[config.mk]
export PLATFORM = sky130hd
export DESIGN_NAME = channel_update_scheduler_flat
export DESIGN_NICKNAME = d
export VERILOG_FILES = /design/src/rtl/channel_update_scheduler_pkg.sv /design/src/rtl/channel_update_scheduler_if.sv /design/src/rtl/channel_update_scheduler_slot.sv /design/src/rtl/channel_update_scheduler.sv /design/src/flat_wrapper.sv
export SDC_FILE = /design/constraint.sdc
export NUM_CORES = 1
export LEC_CHECK = 0
export BUFFER_PORTS_ARGS = -buffer_cell sky130_fd_sc_hd__buf_4
export CORE_ASPECT_RATIO = 1.75
export CORE_MARGIN = 4
export CORE_UTILIZATION = 45
export DETAILED_ROUTE_END_ITERATION = 10
export HOLD_SLACK_MARGIN = 0.1
export PLACE_DENSITY = 0.61
export SYNTH_ARGS = -nofsm -noshare
export SYNTH_HDL_FRONTEND = slang
export SYNTH_SLANG_ARGS = --single-unit
[constraint.sdc]
create_clock -name i_main_clk -period 1.9 [get_ports i_main_clk]
set_input_delay 0.475 -clock i_main_clk [delete_from_list [all_inputs] [get_ports i_main_clk]]
set_output_delay 0.475 -clock i_main_clk [all_outputs]
set_load 0.02 [all_outputs]
[src/rtl/channel_update_scheduler_pkg.sv]
// Shared constants for the channel update scheduler: default timing,
// load-FSM state encoding and command bit positions.
package channel_update_scheduler_pkg;

    localparam int TIMEOUT_CYCLES_DEFAULT = 1250000;
    localparam int TIMEOUT_WIDTH_DEFAULT  = 21;

    typedef enum logic [1:0] {
        LS_IDLE      = 2'd0,
        LS_WAIT_WRAP = 2'd1,
        LS_READY     = 2'd2
    } load_state_t;

    localparam int CMD_CH1_LOAD  = 0;
    localparam int CMD_CH1_ADD   = 1;
    localparam int CMD_CH2_LOAD  = 2;
    localparam int CMD_CH2_ADD   = 3;
    localparam int CMD_RST_PHASE = 4;
    localparam int CMD_W         = 5;

endpackage

[src/rtl/channel_update_scheduler_if.sv]
// Request/command bundle between mcu_interface, the scheduler and the
// two channel phase-accumulator cores.
interface channel_update_scheduler_if;
    logic i_load_channel1_step_registers;
    logic i_add_channel1_signal_phase;
    logic i_load_channel2_step_registers;
    logic i_add_channel2_signal_phase;
    logic i_reset_signal_phase_registers;
    logic i_channel1_wrap;
    logic i_channel2_wrap;
    logic o_channel1_load_step;
    logic o_channel1_add_phase;
    logic o_channel2_load_step;
    logic o_channel2_add_phase;
    logic o_reset_phase;
    logic o_busy;
    logic o_request_merged;

    modport master (
        output i_load_channel1_step_registers, i_add_channel1_signal_phase,
               i_load_channel2_step_registers, i_add_channel2_signal_phase,
               i_reset_signal_phase_registers, i_channel1_wrap, i_channel2_wrap,
        input  o_channel1_load_step, o_channel1_add_phase, o_channel2_load_step,
               o_channel2_add_phase, o_reset_phase, o_busy, o_request_merged
    );

    modport slave (
        input  i_load_channel1_step_registers, i_add_channel1_signal_phase,
               i_load_channel2_step_registers, i_add_channel2_signal_phase,
               i_reset_signal_phase_registers, i_channel1_wrap, i_channel2_wrap,
        output o_channel1_load_step, o_channel1_add_phase, o_channel2_load_step,
               o_channel2_add_phase, o_reset_phase, o_busy, o_request_merged
    );
endinterface

[src/rtl/channel_update_scheduler_slot.sv]
// Per-channel request state: load FSM with wrap/timeout qualification,
// pending add bit, and same-kind merge detection.
module channel_update_slot
    import channel_update_scheduler_pkg::*;
#(
    parameter int TIMEOUT_CYCLES = TIMEOUT_CYCLES_DEFAULT,
    parameter int TIMEOUT_WIDTH  = TIMEOUT_WIDTH_DEFAULT
) (
    input  logic i_clk,
    input  logic i_rst,
    input  logic i_load_req,
    input  logic i_add_req,
    input  logic i_wrap,
    input  logic i_grant_load,
    input  logic i_grant_add,
    input  logic i_clear_add,
    output logic o_load_elig,
    output logic o_load_pend,
    output logic o_add_pend,
    output logic o_merged
);
    localparam logic [TIMEOUT_WIDTH-1:0] LP_LAST = TIMEOUT_WIDTH'(TIMEOUT_CYCLES - 1);

    load_state_t              r_state;
    logic [TIMEOUT_WIDTH-1:0] r_cnt;
    logic                     r_add_pend;

    always_ff @(posedge i_clk) begin
        if (i_rst) begin
            r_state    <= LS_IDLE;
            r_cnt      <= '0;
            r_add_pend <= 1'b0;
        end else begin
            case (r_state)
                LS_IDLE: begin
                    if (i_load_req) begin
                        r_state <= LS_WAIT_WRAP;
                        r_cnt   <= '0;
                    end
                end
                // A wrap on the request edge never reaches here: the FSM is still IDLE then.
                LS_WAIT_WRAP: begin
                    r_cnt <= r_cnt + 1'b1;
                    if (i_wrap || r_cnt == LP_LAST) r_state <= LS_READY;
                end
                LS_READY: begin
                    if (i_grant_load) begin
                        if (i_load_req) begin
                            r_state <= LS_WAIT_WRAP;
                            r_cnt   <= '0;
                        end else begin
                            r_state <= LS_IDLE;
                        end
                    end
                end
                default: r_state <= LS_IDLE;
            endcase

            if (i_clear_add)      r_add_pend <= 1'b0;
            else if (i_add_req)   r_add_pend <= 1'b1;
            else if (i_grant_add) r_add_pend <= 1'b0;
        end
    end

    assign o_load_elig = (r_state == LS_READY);
    assign o_load_pend = (r_state != LS_IDLE);
    assign o_add_pend  = r_add_pend;
    // A request landing on its own grant edge re-arms rather than merges.
    assign o_merged    = (i_load_req && (r_state != LS_IDLE) && !i_grant_load)
                       || (i_add_req && r_add_pend && !i_grant_add);
endmodule

[src/rtl/channel_update_scheduler.sv]
// Latches configuration strobes and issues at most one channel command per
// clock: phase reset first, then round-robin between the two channels.
module channel_update_scheduler
    import channel_update_scheduler_pkg::*;
#(
    parameter int TIMEOUT_CYCLES = TIMEOUT_CYCLES_DEFAULT,
    parameter int TIMEOUT_WIDTH  = TIMEOUT_WIDTH_DEFAULT
) (
    input logic                         i_main_clk,
    input logic                         i_reset,
    channel_update_scheduler_if.slave   bus
);
    logic [1:0]       w_load_req, w_add_req, w_wrap;
    logic [1:0]       w_load_elig, w_load_pend, w_add_pend, w_merged;
    logic [1:0]       w_grant_load, w_grant_add, w_chan_elig;
    logic             w_grant_rst, w_sel, w_rst_merge;
    logic [CMD_W-1:0] w_cmd;
    logic [CMD_W-1:0] r_cmd;
    logic             r_rst_pend, r_ptr, r_merged;

    assign w_load_req = {bus.i_load_channel2_step_registers, bus.i_load_channel1_step_registers};
    assign w_add_req  = {bus.i_add_channel2_signal_phase, bus.i_add_channel1_signal_phase};
    assign w_wrap     = {bus.i_channel2_wrap, bus.i_channel1_wrap};

    for (genvar g = 0; g < 2; g++) begin : g_slot
        channel_update_slot #(
            .TIMEOUT_CYCLES (TIMEOUT_CYCLES),
            .TIMEOUT_WIDTH  (TIMEOUT_WIDTH)
        ) u_slot (
            .i_clk        (i_main_clk),
            .i_rst        (i_reset),
            .i_load_req   (w_load_req[g]),
            .i_add_req    (w_add_req[g]),
            .i_wrap       (w_wrap[g]),
            .i_grant_load (w_grant_load[g]),
            .i_grant_add  (w_grant_add[g]),
            .i_clear_add  (w_grant_rst),
            .o_load_elig  (w_load_elig[g]),
            .o_load_pend  (w_load_pend[g]),
            .o_add_pend   (w_add_pend[g]),
            .o_merged     (w_merged[g])
        );
    end

    assign w_chan_elig = w_load_elig | w_add_pend;

    always_comb begin
        w_grant_load = '0;
        w_grant_add  = '0;
        w_grant_rst  = 1'b0;
        w_sel        = r_ptr;
        if (r_rst_pend) begin
            w_grant_rst = 1'b1;
        end else begin
            if (!w_chan_elig[r_ptr]) w_sel = ~r_ptr;
            if (w_load_elig[w_sel])     w_grant_load[w_sel] = 1'b1;
            else if (w_add_pend[w_sel]) w_grant_add[w_sel]  = 1'b1;
        end
    end

    always_comb begin
        w_cmd                = '0;
        w_cmd[CMD_CH1_LOAD]  = w_grant_load[0];
        w_cmd[CMD_CH1_ADD]   = w_grant_add[0];
        w_cmd[CMD_CH2_LOAD]  = w_grant_load[1];
        w_cmd[CMD_CH2_ADD]   = w_grant_add[1];
        w_cmd[CMD_RST_PHASE] = w_grant_rst;
    end

    assign w_rst_merge = bus.i_reset_signal_phase_registers && r_rst_pend && !w_grant_rst;

    always_ff @(posedge i_main_clk) begin
        if (i_reset) begin
            r_cmd      <= '0;
            r_rst_pend <= 1'b0;
            r_ptr      <= 1'b0;
            r_merged   <= 1'b0;
        end else begin
            r_cmd    <= w_cmd;
            r_merged <= w_rst_merge | (|w_merged);
            if (bus.i_reset_signal_phase_registers) r_rst_pend <= 1'b1;
            else if (w_grant_rst)                   r_rst_pend <= 1'b0;
            if (|(w_grant_load | w_grant_add))      r_ptr      <= ~w_sel;
        end
    end

    assign bus.o_channel1_load_step = r_cmd[CMD_CH1_LOAD];
    assign bus.o_channel1_add_phase = r_cmd[CMD_CH1_ADD];
    assign bus.o_channel2_load_step = r_cmd[CMD_CH2_LOAD];
    assign bus.o_channel2_add_phase = r_cmd[CMD_CH2_ADD];
    assign bus.o_reset_phase        = r_cmd[CMD_RST_PHASE];
    assign bus.o_busy               = r_rst_pend | (|w_load_pend) | (|w_add_pend);
    assign bus.o_request_merged     = r_merged;
endmodule

[src/flat_wrapper.sv]
// flat-port wrapper written by rule: the top's interface ports become plain ports
module channel_update_scheduler_flat import channel_update_scheduler_pkg::*;
#(
    parameter int TIMEOUT_CYCLES = TIMEOUT_CYCLES_DEFAULT,
    parameter int TIMEOUT_WIDTH  = TIMEOUT_WIDTH_DEFAULT
)
  (i_main_clk, i_reset, bus_i_load_channel1_step_registers, bus_i_add_channel1_signal_phase, bus_i_load_channel2_step_registers, bus_i_add_channel2_signal_phase, bus_i_reset_signal_phase_registers, bus_i_channel1_wrap, bus_i_channel2_wrap, bus_o_channel1_load_step, bus_o_channel1_add_phase, bus_o_channel2_load_step, bus_o_channel2_add_phase, bus_o_reset_phase, bus_o_busy, bus_o_request_merged);
  channel_update_scheduler_if bus_i ();
  input logic i_main_clk;
  input logic i_reset;
  input wire logic [$bits(bus_i.i_load_channel1_step_registers)-1:0] bus_i_load_channel1_step_registers;
  input wire logic [$bits(bus_i.i_add_channel1_signal_phase)-1:0] bus_i_add_channel1_signal_phase;
  input wire logic [$bits(bus_i.i_load_channel2_step_registers)-1:0] bus_i_load_channel2_step_registers;
  input wire logic [$bits(bus_i.i_add_channel2_signal_phase)-1:0] bus_i_add_channel2_signal_phase;
  input wire logic [$bits(bus_i.i_reset_signal_phase_registers)-1:0] bus_i_reset_signal_phase_registers;
  input wire logic [$bits(bus_i.i_channel1_wrap)-1:0] bus_i_channel1_wrap;
  input wire logic [$bits(bus_i.i_channel2_wrap)-1:0] bus_i_channel2_wrap;
  output wire logic [$bits(bus_i.o_channel1_load_step)-1:0] bus_o_channel1_load_step;
  output wire logic [$bits(bus_i.o_channel1_add_phase)-1:0] bus_o_channel1_add_phase;
  output wire logic [$bits(bus_i.o_channel2_load_step)-1:0] bus_o_channel2_load_step;
  output wire logic [$bits(bus_i.o_channel2_add_phase)-1:0] bus_o_channel2_add_phase;
  output wire logic [$bits(bus_i.o_reset_phase)-1:0] bus_o_reset_phase;
  output wire logic [$bits(bus_i.o_busy)-1:0] bus_o_busy;
  output wire logic [$bits(bus_i.o_request_merged)-1:0] bus_o_request_merged;
  assign bus_i.i_load_channel1_step_registers = bus_i_load_channel1_step_registers;
  assign bus_i.i_add_channel1_signal_phase = bus_i_add_channel1_signal_phase;
  assign bus_i.i_load_channel2_step_registers = bus_i_load_channel2_step_registers;
  assign bus_i.i_add_channel2_signal_phase = bus_i_add_channel2_signal_phase;
  assign bus_i.i_reset_signal_phase_registers = bus_i_reset_signal_phase_registers;
  assign bus_i.i_channel1_wrap = bus_i_channel1_wrap;
  assign bus_i.i_channel2_wrap = bus_i_channel2_wrap;
  assign bus_o_channel1_load_step = bus_i.o_channel1_load_step;
  assign bus_o_channel1_add_phase = bus_i.o_channel1_add_phase;
  assign bus_o_channel2_load_step = bus_i.o_channel2_load_step;
  assign bus_o_channel2_add_phase = bus_i.o_channel2_add_phase;
  assign bus_o_reset_phase = bus_i.o_reset_phase;
  assign bus_o_busy = bus_i.o_busy;
  assign bus_o_request_merged = bus_i.o_request_merged;
  channel_update_scheduler #(.TIMEOUT_CYCLES(TIMEOUT_CYCLES), .TIMEOUT_WIDTH(TIMEOUT_WIDTH)) u_core (.i_main_clk(i_main_clk), .i_reset(i_reset), .bus(bus_i));
endmodule
==> impl_metrics.toml, run 1 <==
[synthesis]
yosys_register_bits = 56
synthFlopType = "dfxtp_1"
postSynthAreaPerCell_um2 = 8.599
synth-edff-count = 0
yosys.area.top_type = "dfxtp_1"
netlist_area_um2 = 2769
async_reset_ff_share_pct = 0
synth_top_area_share_pct = 40.49
synth_seq_area_share_pct = 40.49
synthCells = 322
ys_types = 46
yosys-top-cells-area = "dfxtp_1 40%, xnor2_1 11%, nor2_1 7.0%"
yosysWarnings = 0
syn_nets = 333

[timing]
fin_ws_ns = 0.06227
whs_ns = 0.3715
hold_violations = 0
setup_viol = 0
rsz0062_at_grt = "true"
final_max_slew_viol_count = 0
skew_ns = 0.005495
layout_worst_path_cycle_share_pct = 96.72
slew_headroom_pct = 61.56
period_needed_ns = 1.838
worst_pin_slew_ns = 0.5766
max_freq_ghz = 0.5442

[placement]
io_buffers = 15
gp_congestion = 0.8087
place_ws_ns = 0.1136
post_dp_cell_area_um2 = 3035
dp_hpwl_mm = 4.737

[die]
fp.dieH_um = 111.8
start_util_pct = 46.73
die_w_um = 67.30
dieArea_um2 = 7522
pin_count = 16
coreArea_um2 = 5926
fp-row-count = 37

[pwr]
p_leak_nw = 1.073
power.density_nw_per_um2 = 657.8
ir_drop_mv = 0.4238
total_power_mw = 2.076

[cts]
clk_latency_ns = 0.31
clockRootBuffer = "clkbuf_8"
holdBufCountCts = 0
cts_tree = "done"
htree_levels = 2
clk_pin_slew_ns = 0.09
numCtsBuffers = 5
cts_max_path_buffers = 2
cts.sinks = 56

[final_layout]
final_nets = 357
nFillCells = 593
stdcell_area_um2 = 3156
syn_to_final_growth_pct = 13.96
drive_gt1_share_pct = 16.71
diodes = 0

[global_route]
grt_max_degree = 21
antenna_found_initial = 0
grt_overflow = 0
grt.total_usage_pct = 18.15
grt_pass1_vias = 2311
grt_pass1_wl_mm = 10.62

[run]
max-cap-violations = 0

[setup_path]
worstPathMaxFanout = 16
worstPathArrival_ns = 2.08
required_ns = 2.15
worstSetupStartpointType = "register"
end_kind = "register"
criticalPathCategory = "register to register"

[status]
outcome = "finished, final reports clean"

[routing]
wirelength_mm = 6.297
route.detailed.drc = 0
dr.pass1.iters = 4
ant_nets = 0
drt_iter0_markers = 124
wire_per_inst_um = 14.82
viasPerCell = 5.494
via_count = 2335

[min_path]
hp-class = "primary input to register"
## routing by layer
layer  global-route usage [%]  wire, um  vias to the layer above
li1                         -         -                     1189
met1                    18.39      2399                     1110
met2                    34.49      3632                       28
met3                    3.532       135                        8
met4                    6.911       129                        0
met5                        0         0                        -
## logic make-up after synthesis
group	Yosys count	share of synthesized area, %
and+or+nand+nor	172	34.70
DFF	56	40.49
AOI/OAI and AO/OA	36	8.813
xor gates and xnor gates	35	11.07
buffers and inverters	19	3.299
muxes	2	0.7230
adders and majority gates	2	0.9036
## registers in the layout, summed over array words and instances (netlist names)
register and count:
u_core.g_slot.u_slot.r_cnt 42, u_core.r_cmd 5, u_core.g_slot.u_slot.r_state 4, u_core.g_slot.u_slot.o_add_pend 2, u_core.bus.o_request_merged 1, u_core.r_ptr 1, u_core.r_rst_pend 1
## power by group
group | total (mW) | switching (mW) | internal, mW
Sequential | 1.22 | 0.0299 | 1.19
Clock | 0.671 | 0.379 | 0.292
Combinational | 0.182 | 0.109 | 0.0732
Total | 2.08 | 0.517 | 1.56
## area by class of cell
class	count	area (um^2)	area share, %
Clock inverter	2	10.01	0.3172
Multi-Input combinational cell	247	1573	49.84
Inverter	3	11.26	0.3569
Tap cell	78	97.59	3.093
Clock buffer	6	82.58	2.617
Sequential cell	56	1121	35.53
Timing Repair Buffer	33	260.3	8.247
## Yosys cell counts (5+ instances only)
cell      count
nor2_1       52
nor3_1       17
o21ai_0       6
nand3_1      13
buf_2        10
nor4_1       11
and3_1        6
dfxtp_1      56
nand2_1      19
nand2b_1      6
a21oi_1      10
xnor2_1      34
nor2b_1       7
nand4_1      12
clkbuf_1      5
## critical path, stage by stage (launching register included)
cell and delay (ns):
dfxtp_1 0.44, nor2b_4 0.25, o21a_1 0.51, nor3_1 0.20, a21bo_2 0.25, a21oi_1 0.11
## repair_timing
item	CTS	global route
setup buffers	0	2
endpoints found under the setup margin	0	11
hold endpoints to repair	0	0
gates resized for setup	0	2
## through the flow
step | utilization, % | instances | setup TNS, ns
2_1_floorplan | - | 322 | 0
3_3_place_gp | 51.22 | 415 | 0
3_5_place_dp | 51.22 | 415 | 0
4_1_cts | 52.79 | 423 | 0
5_1_grt | 53.25 | 425 | -0.09996
6_report | 53.25 | 425 | 0
## path summary, 6_finish.rpt
path / cells after the start / from / end / slack (ns)
max: 5 / u_core.g_slot[0].u_slot.r_state[1]$_SDFFE_PP0P_ / u_core.g_slot[1].u_slot.r_cnt[16]$_SDFFE_PP0P_ / 0.06
min reg2reg: 2 / u_core.g_slot[1].u_slot.r_cnt[20]$_SDFFE_PP0P_ / u_core.g_slot[1].u_slot.r_cnt[20]$_SDFFE_PP0P_ / 0.48
min: 2 / bus_i_reset_signal_phase_registers / u_core.r_rst_pend$_SDFFE_PP0P_ / 0.37
max reg2reg: 5 / u_core.g_slot[0].u_slot.r_state[1]$_SDFFE_PP0P_ / u_core.g_slot[1].u_slot.r_cnt[16]$_SDFFE_PP0P_ / 0.06
## placed cells by master (no fill, tap or decap), types with 4 or more instances in the layout
master,instances
nor4_2,5
xnor2_1,34
nand4_1,12
nor3b_1,4
nor2_1,52
nand3_1,13
nor4_1,9
and4_1,4
nand2b_1,6
dfxtp_1,56
nor4b_1,4
nor3_1,17
a21oi_1,9
o21ai_0,6
buf_4,32
nand2_1,19
nor2b_1,7
clkbuf_8,6
and3_1,6
nor4b_2,4
No activity file was read; power rests on OpenSTA's default activity.
==> run 2: changes to the inputs <==
Settings changed: CORE_MARGIN 4 to 2.
==> run 2 against run 1 <==
Fmax is 0.43% lower. Utilization decreased by 0.53 points. Clock skew is 0.0029 ns higher. Sequential share of layout area grew 0.40 points. First-iteration DRC count decreased by 55%. Critical path type is now register to output pin. Largest cell class unchanged.
==> impl_metrics.toml, run 2 (synthesis results as in run 1) <==
[cts]
clk_pin_slew_ns = 0.10
cts_resized = 2
cts.sinks = 56
cts_tree = "done"
holdBufCountCts = 0
clk_latency_ns = 0.31
htree_levels = 2
cts_max_path_buffers = 2
clockRootBuffer = "clkbuf_8"
cts_setup_buffers = 0
numCtsBuffers = 5

[die]
dieArea_um2 = 6821
coreArea_um2 = 5926
start_util_pct = 46.73
die_w_um = 63.30
fp.dieH_um = 107.8
pin_count = 16
fp-row-count = 37

[timing]
worst_pin_slew_ns = 0.6150
setup_viol = 0
skew_ns = 0.008361
rsz0062_at_grt = "false"
layout_worst_path_cycle_share_pct = 97.14
period_needed_ns = 1.846
final_max_slew_viol_count = 0
hold_violations = 0
slew_headroom_pct = 58.91
max_freq_ghz = 0.5418
whs_ns = 0.3618
fin_ws_ns = 0.05433

[setup_path]
rr_startpoint = "u_core.g_slot[1].u_slot.r_cnt[0]$_SDFFE_PP0P_"
r2r_end = "u_core.g_slot[1].u_slot.r_cnt[20]$_SDFFE_PP0P_"
criticalPathCategory = "register to output pin"
required_ns = 1.42
crit_top_cell = "buf_4"
crit_path_max_incr_delay_ns = 0.36
end_kind = "output pin"
r2r_setup_slack_ns = 0.13
worstPathMaxFanout = 5
worstSetupStartpointType = "register"
r2r_cells = 6
cp_cell_sequence = "buf_4 > nor4_1 > nand2_1 > buf_4"
worstPathArrival_ns = 1.37
setup.worst_path.start = "u_core.g_slot[1].u_slot.r_state[1]$_SDFFE_PP0P_"
setup.worst_path.end = "bus_o_busy"
slowest_stage = "dfxtp_2"

[global_route]
grt_pass1_vias = 2294
grt_overflow = 0
grt_pass1_wl_mm = 10.01
grt_max_degree = 21
grt.total_usage_pct = 18.63
antenna_found_initial = 0

[placement]
place_ws_ns = -0.01953
gp_congestion = 0.8101
io_buffers = 15
dp_hpwl_mm = 4.522

[final_layout]
drive_gt1_share_pct = 16.03
final_common_cell = "dfxtp_1"
reg_top3 = "u_core.g_slot.u_slot.r_cnt (42), u_core.r_cmd (5), u_core.g_slot.u_slot.r_state (4)"
layout_common_cells = "55 x dfxtp_1, 52 x nor2_1, 34 x xnor2_1"
syn_to_final_growth_pct = 12.83
largest_reg_flops = 42
largest-register = "u_core.g_slot.u_slot.r_cnt"
final_nets = 353
diodes = 0

[pwr]
power.density_nw_per_um2 = 667.3
p_leak_nw = 1.045
ir_drop_mv = 0.4847

[status]
outcome = "finished, final reports clean"

[run]
max-cap-violations = 0

[routing]
ant_nets = 0
dr.pass1.iters = 4
via_count = 2335
drt_iter0_markers = 56
wire_per_inst_um = 14.35
route.detailed.drc = 0
wirelength_mm = 6.042
viasPerCell = 5.546

[min_path]
hp-class = "primary input to register"
## run 2: how the worst min path moves through the flow
stage	to	start	depth (start not counted)	slack [ns]
detailed placement	u_core.g_slot[1].u_slot.r_cnt[20]$_SDFFE_PP0P_	u_core.g_slot[1].u_slot.r_cnt[20]$_SDFFE_PP0P_	2	0.47
global route	u_core.r_rst_pend$_SDFFE_PP0P_	bus_i_reset_signal_phase_registers	2	0.39
floorplan	u_core.g_slot[1].u_slot.r_cnt[20]$_SDFFE_PP0P_	u_core.g_slot[1].u_slot.r_cnt[20]$_SDFFE_PP0P_	2	0.45
global placement	u_core.g_slot[1].u_slot.r_cnt[20]$_SDFFE_PP0P_	u_core.g_slot[1].u_slot.r_cnt[20]$_SDFFE_PP0P_	2	0.46
CTS	u_core.r_rst_pend$_SDFFE_PP0P_	bus_i_reset_signal_phase_registers	2	0.35
finish	u_core.r_rst_pend$_SDFFE_PP0P_	bus_i_reset_signal_phase_registers	2	0.36
## run 2: report_power, final
part	total, mW	switching [mW]	internal (mW)	leakage (nW)
Clock	0.673	0.376	0.297	0.0445
Combinational	0.197	0.119	0.0779	0.547
Sequential	1.22	0.0214	1.19	0.454
## run 2: critical path, delay by kind of cell (launching register included)
family	cells	cell delay [ns]
buffers and inverters	2	0.32
and+or+nand+nor	2	0.39
DFF	1	0.36
## run 2: metrics by stage
step | cells | TNS [ns] | area, um^2 | utilization, % | power (mW)
after CTS | 421 | 0 | 3110 | 52.49 | 2.121
final | 421 | 0 | 3124 | 52.72 | 2.085
after floorplan | 322 | 0 | 2769 | - | 1.366
after detailed placement | 413 | -0.07424 | 3008 | 50.76 | 1.437
after global placement | 413 | 0 | 3008 | 50.76 | 1.436
after global routing | 421 | 0 | 3124 | 52.72 | 2.178
## run 2: layout make-up
| cell class | instances | area (um^2) |
|---|---|---|
| sequential | 56 | 1122 |
| inverter | 3 | 11.26 |
| clock inverter | 1 | 7.507 |
| tap | 78 | 97.59 |
| fill | 604 | 2801 |
| timing repair buffer | 29 | 217.7 |
| clock buffer | 7 | 86.33 |
| multi-input combinational | 247 | 1582 |
## run 2: per-layer routing
metal | GRT usage (%) | part of all wire (%) | wire, um | vias to the layer above
li1 | - | - | - | 1174
met1 | 16.90 | 38 | 2323 | 1120
met2 | 38.91 | 57 | 3455 | 31
met3 | 3.347 | 2.2 | 132 | 10
met4 | 7.453 | 2.2 | 131 | 0
met5 | 0 | 0 | 0 | -
==> run 3: changes to the inputs <==
Settings changed: SYNTH_HIERARCHICAL set to 1.
==> run 3 against run 2 <==
First-iteration DRC count increased by 150%. Clock skew decreased by 0.0039 ns. The run now ends with negative setup slack left. Synthesized area increased by 3.1%. Fmax decreased by 15%. Global-route usage increased by 4.0 points. Register-to-register slack got worse by 0.39 ns. Clock-buffer cell count increased by 1. Critical endpoint is now u_core/g_slot[1].u_slot/r_cnt[18]$_SDFFE_PP0P_. Sequential power about the same.
==> impl_metrics.toml, run 3 <==
[status]
outcome = "finished, violations left"
violations = "negative setup slack"

[min_path]
hp-class = "primary input to register"

[setup_path]
slowest_stage = "a2111o_1"
cp_top_family = "compound AO/OA/AOI/OAI gates"
crit_path_max_incr_delay_ns = 0.45
criticalPathCategory = "register to register"
worstPathMaxFanout = 9
worstSetupStartpointType = "register"
end_kind = "register"
required_ns = 2.15
worstPathArrival_ns = 2.41
timing.critical_path.buf_inv = 1
cp_cell_sequence = "nor2b_4 > o21ba_4 > nor3b_4 > nand2b_4 > a2111o_1 > buf_6 > or3_4 > a21oi_2"

[timing]
fin_ws_ns = -0.2603
setup_viol = 32
skew_ns = 0.004446
max_freq_ghz = 0.4629
finalSetupTns_ns = -6.088
slew_headroom_pct = 56.31
period_needed_ns = 2.160
worst_pin_slew_ns = 0.6536
layout_worst_path_cycle_share_pct = 113.7
final_max_slew_viol_count = 0
rsz0062_at_grt = "true"
hold_violations = 0

[run]
max-cap-violations = 0

[routing]
wire_per_inst_um = 17.03
via_count = 2792
route.detailed.drc = 0
wirelength_mm = 8.138
viasPerCell = 5.841
drt_iter0_markers = 138
dr.pass1.iters = 4
ant_nets = 0

[synthesis]
synth-edff-count = 0
async_reset_ff_share_pct = 0
synthFlopType = "dfxtp_1"
ys_types = 46
syn_nets = 344
synthCells = 333
yosys-top-cells-area = "dfxtp_1 39%, a21oi_1 5.6%, o31ai_1 3.7%"
yosys.area.top_type = "dfxtp_1"
synth_seq_area_share_pct = 39.28
synthTopCellsByCount = "56 x dfxtp_1, 32 x a21oi_1, 19 x nor2_1"
yosys_register_bits = 56
postSynthAreaPerCell_um2 = 8.571
netlist_area_um2 = 2854
synth_top_area_share_pct = 39.28
synth.most_common_cell = "dfxtp_1"
yosysWarnings = 6

[final_layout]
stdcell_area_um2 = 3852
finalNonFillerCells = 478
final_util_pct = 62.33
final_nets = 408
diodes = 0
layout_common_cells = "60 x buf_4, 52 x dfxtp_1, 24 x a21oi_1"
syn_to_final_growth_pct = 34.98
nFillCells = 582
reg_top3 = "u_core/g_slot.u_slot/r_cnt (42), u_core/r_cmd (5), u_core/g_slot.u_slot/r_state (4)"
drive_gt1_share_pct = 33.92
largest-register = "u_core/g_slot.u_slot/r_cnt"
largest_reg_flops = 42
final_common_cell = "buf_4"

[placement]
post_dp_cell_area_um2 = 3416
gp_congestion = 0.8461
placed_cells = 457
dp_hpwl_mm = 5.650
io_buffers = 15

[global_route]
antenna_found_initial = 0
grt_overflow = 0
grt.total_usage_pct = 22.65
grt_pass1_vias = 2739
grt_pass1_wl_mm = 12.24
grt_max_degree = 23

[pwr]
p_leak_nw = 1.315
ir_drop_mv = 0.6165
power.density_nw_per_um2 = 584.7

[cts]
clockRootBuffer = "clkbuf_8"
cts_tree = "done"
cts.sinks = 56
cts_max_path_buffers = 2
htree_levels = 2
clk_latency_ns = 0.31
clk_pin_slew_ns = 0.10
numCtsBuffers = 5

[die]
fp-row-count = 38
coreArea_um2 = 6181
die_w_um = 64.20
start_util_pct = 46.17
fp.dieH_um = 109.4
dieArea_um2 = 7020
pin_count = 16
[run 3: cell families (layout without fill, tap and decap cells)]
| group | after synthesis | after routing | share of synthesized area, % |
|---|---|---|---|
| adder cells (fa/ha/maj) | 2 | 2 | 0.8767 |
| multiplexers | 2 | 2 | 0.7015 |
| AND/OR/NAND/NOR | 149 | 149 | 32.27 |
| XOR/XNOR | 6 | 6 | 1.841 |
| buffers and inverters | 28 | 92 | 4.252 |
| flip-flops | 56 | 56 | 39.28 |
| AO/OA/AOI/OAI | 90 | 91 | 20.78 |
[run 3: where the power goes]
part	total, mW	internal [mW]	switching (mW)
logic	0.353	0.170	0.183
registers	1.22	1.20	0.0172
clock network	0.682	0.299	0.383
[run 3: path summary, 6_finish.rpt]
| path | start | to | slack [ns] | depth (start not counted) |
|---|---|---|---|---|
| worst max-delay path | u_core/g_slot[0].u_slot/r_state[1]$_SDFFE_PP0P_ | u_core/g_slot[1].u_slot/r_cnt[18]$_SDFFE_PP0P_ | -0.26 | 8 |
| worst min register to register | u_core/g_slot[1].u_slot/r_cnt[20]$_SDFFE_PP0P_ | u_core/g_slot[1].u_slot/r_cnt[20]$_SDFFE_PP0P_ | 0.49 | 2 |
| worst min-delay path | bus_i_reset_signal_phase_registers | u_core/r_rst_pend$_SDFFE_PP0P_ | 0.36 | 2 |
| worst max register to register | u_core/g_slot[0].u_slot/r_state[1]$_SDFFE_PP0P_ | u_core/g_slot[1].u_slot/r_cnt[18]$_SDFFE_PP0P_ | -0.26 | 8 |
[run 3: stage by stage]
| stage | worst slack [ns] | power [mW] | hold WS [ns] |
|---|---|---|---|
| finish | -0.2603 | 2.252 | 0.3610 |
| global route | -0.3829 | 2.345 | 0.3625 |
| CTS | -0.2664 | 2.254 | 0.3536 |
| detailed placement | -0.2546 | 1.559 | 0.4723 |
| global placement | -0.2187 | 1.556 | 0.4681 |
| floorplan | -0.3700 | 1.436 | 0.4473 |
[run 3: what timing repair did]
item,CTS,global route
hold buffers,0,0
gates cloned,0,2
endpoints found under the setup margin,33,36
setup buffers,5,6
pin swaps,7,21
resized for setup,15,41
endpoints found under the hold margin,0,0
[run 3: final cells by class]
type,count,area [um^2],area share (%)
Multi-Input combinational cell,250,1887,48.98
Sequential cell,56,1126,29.23
Timing Repair Buffer,73,608.1,15.78
Tap cell,80,100.1,2.598
Clock buffer,8,90.09,2.338
Inverter,11,41.29,1.072
[run 3: worst register-to-register path, delay by kind of cell, from the launching register on]
family	cells	cell delay, ns
simple gates	4	0.79
buf+inv	1	0.18
compound gates	3	0.80
flops	1	0.33
[run 3: routing by layer]
| layer | part of all wire, % | vias up | GRT usage, % |
|---|---|---|---|
| li1 | - | 1376 | - |
| met1 | 34 | 1355 | 20.00 |
| met2 | 60 | 41 | 46.65 |
| met3 | 2.1 | 20 | 3.582 |
| met4 | 3.8 | 0 | 12.61 |
| met5 | 0 | - | 0 |
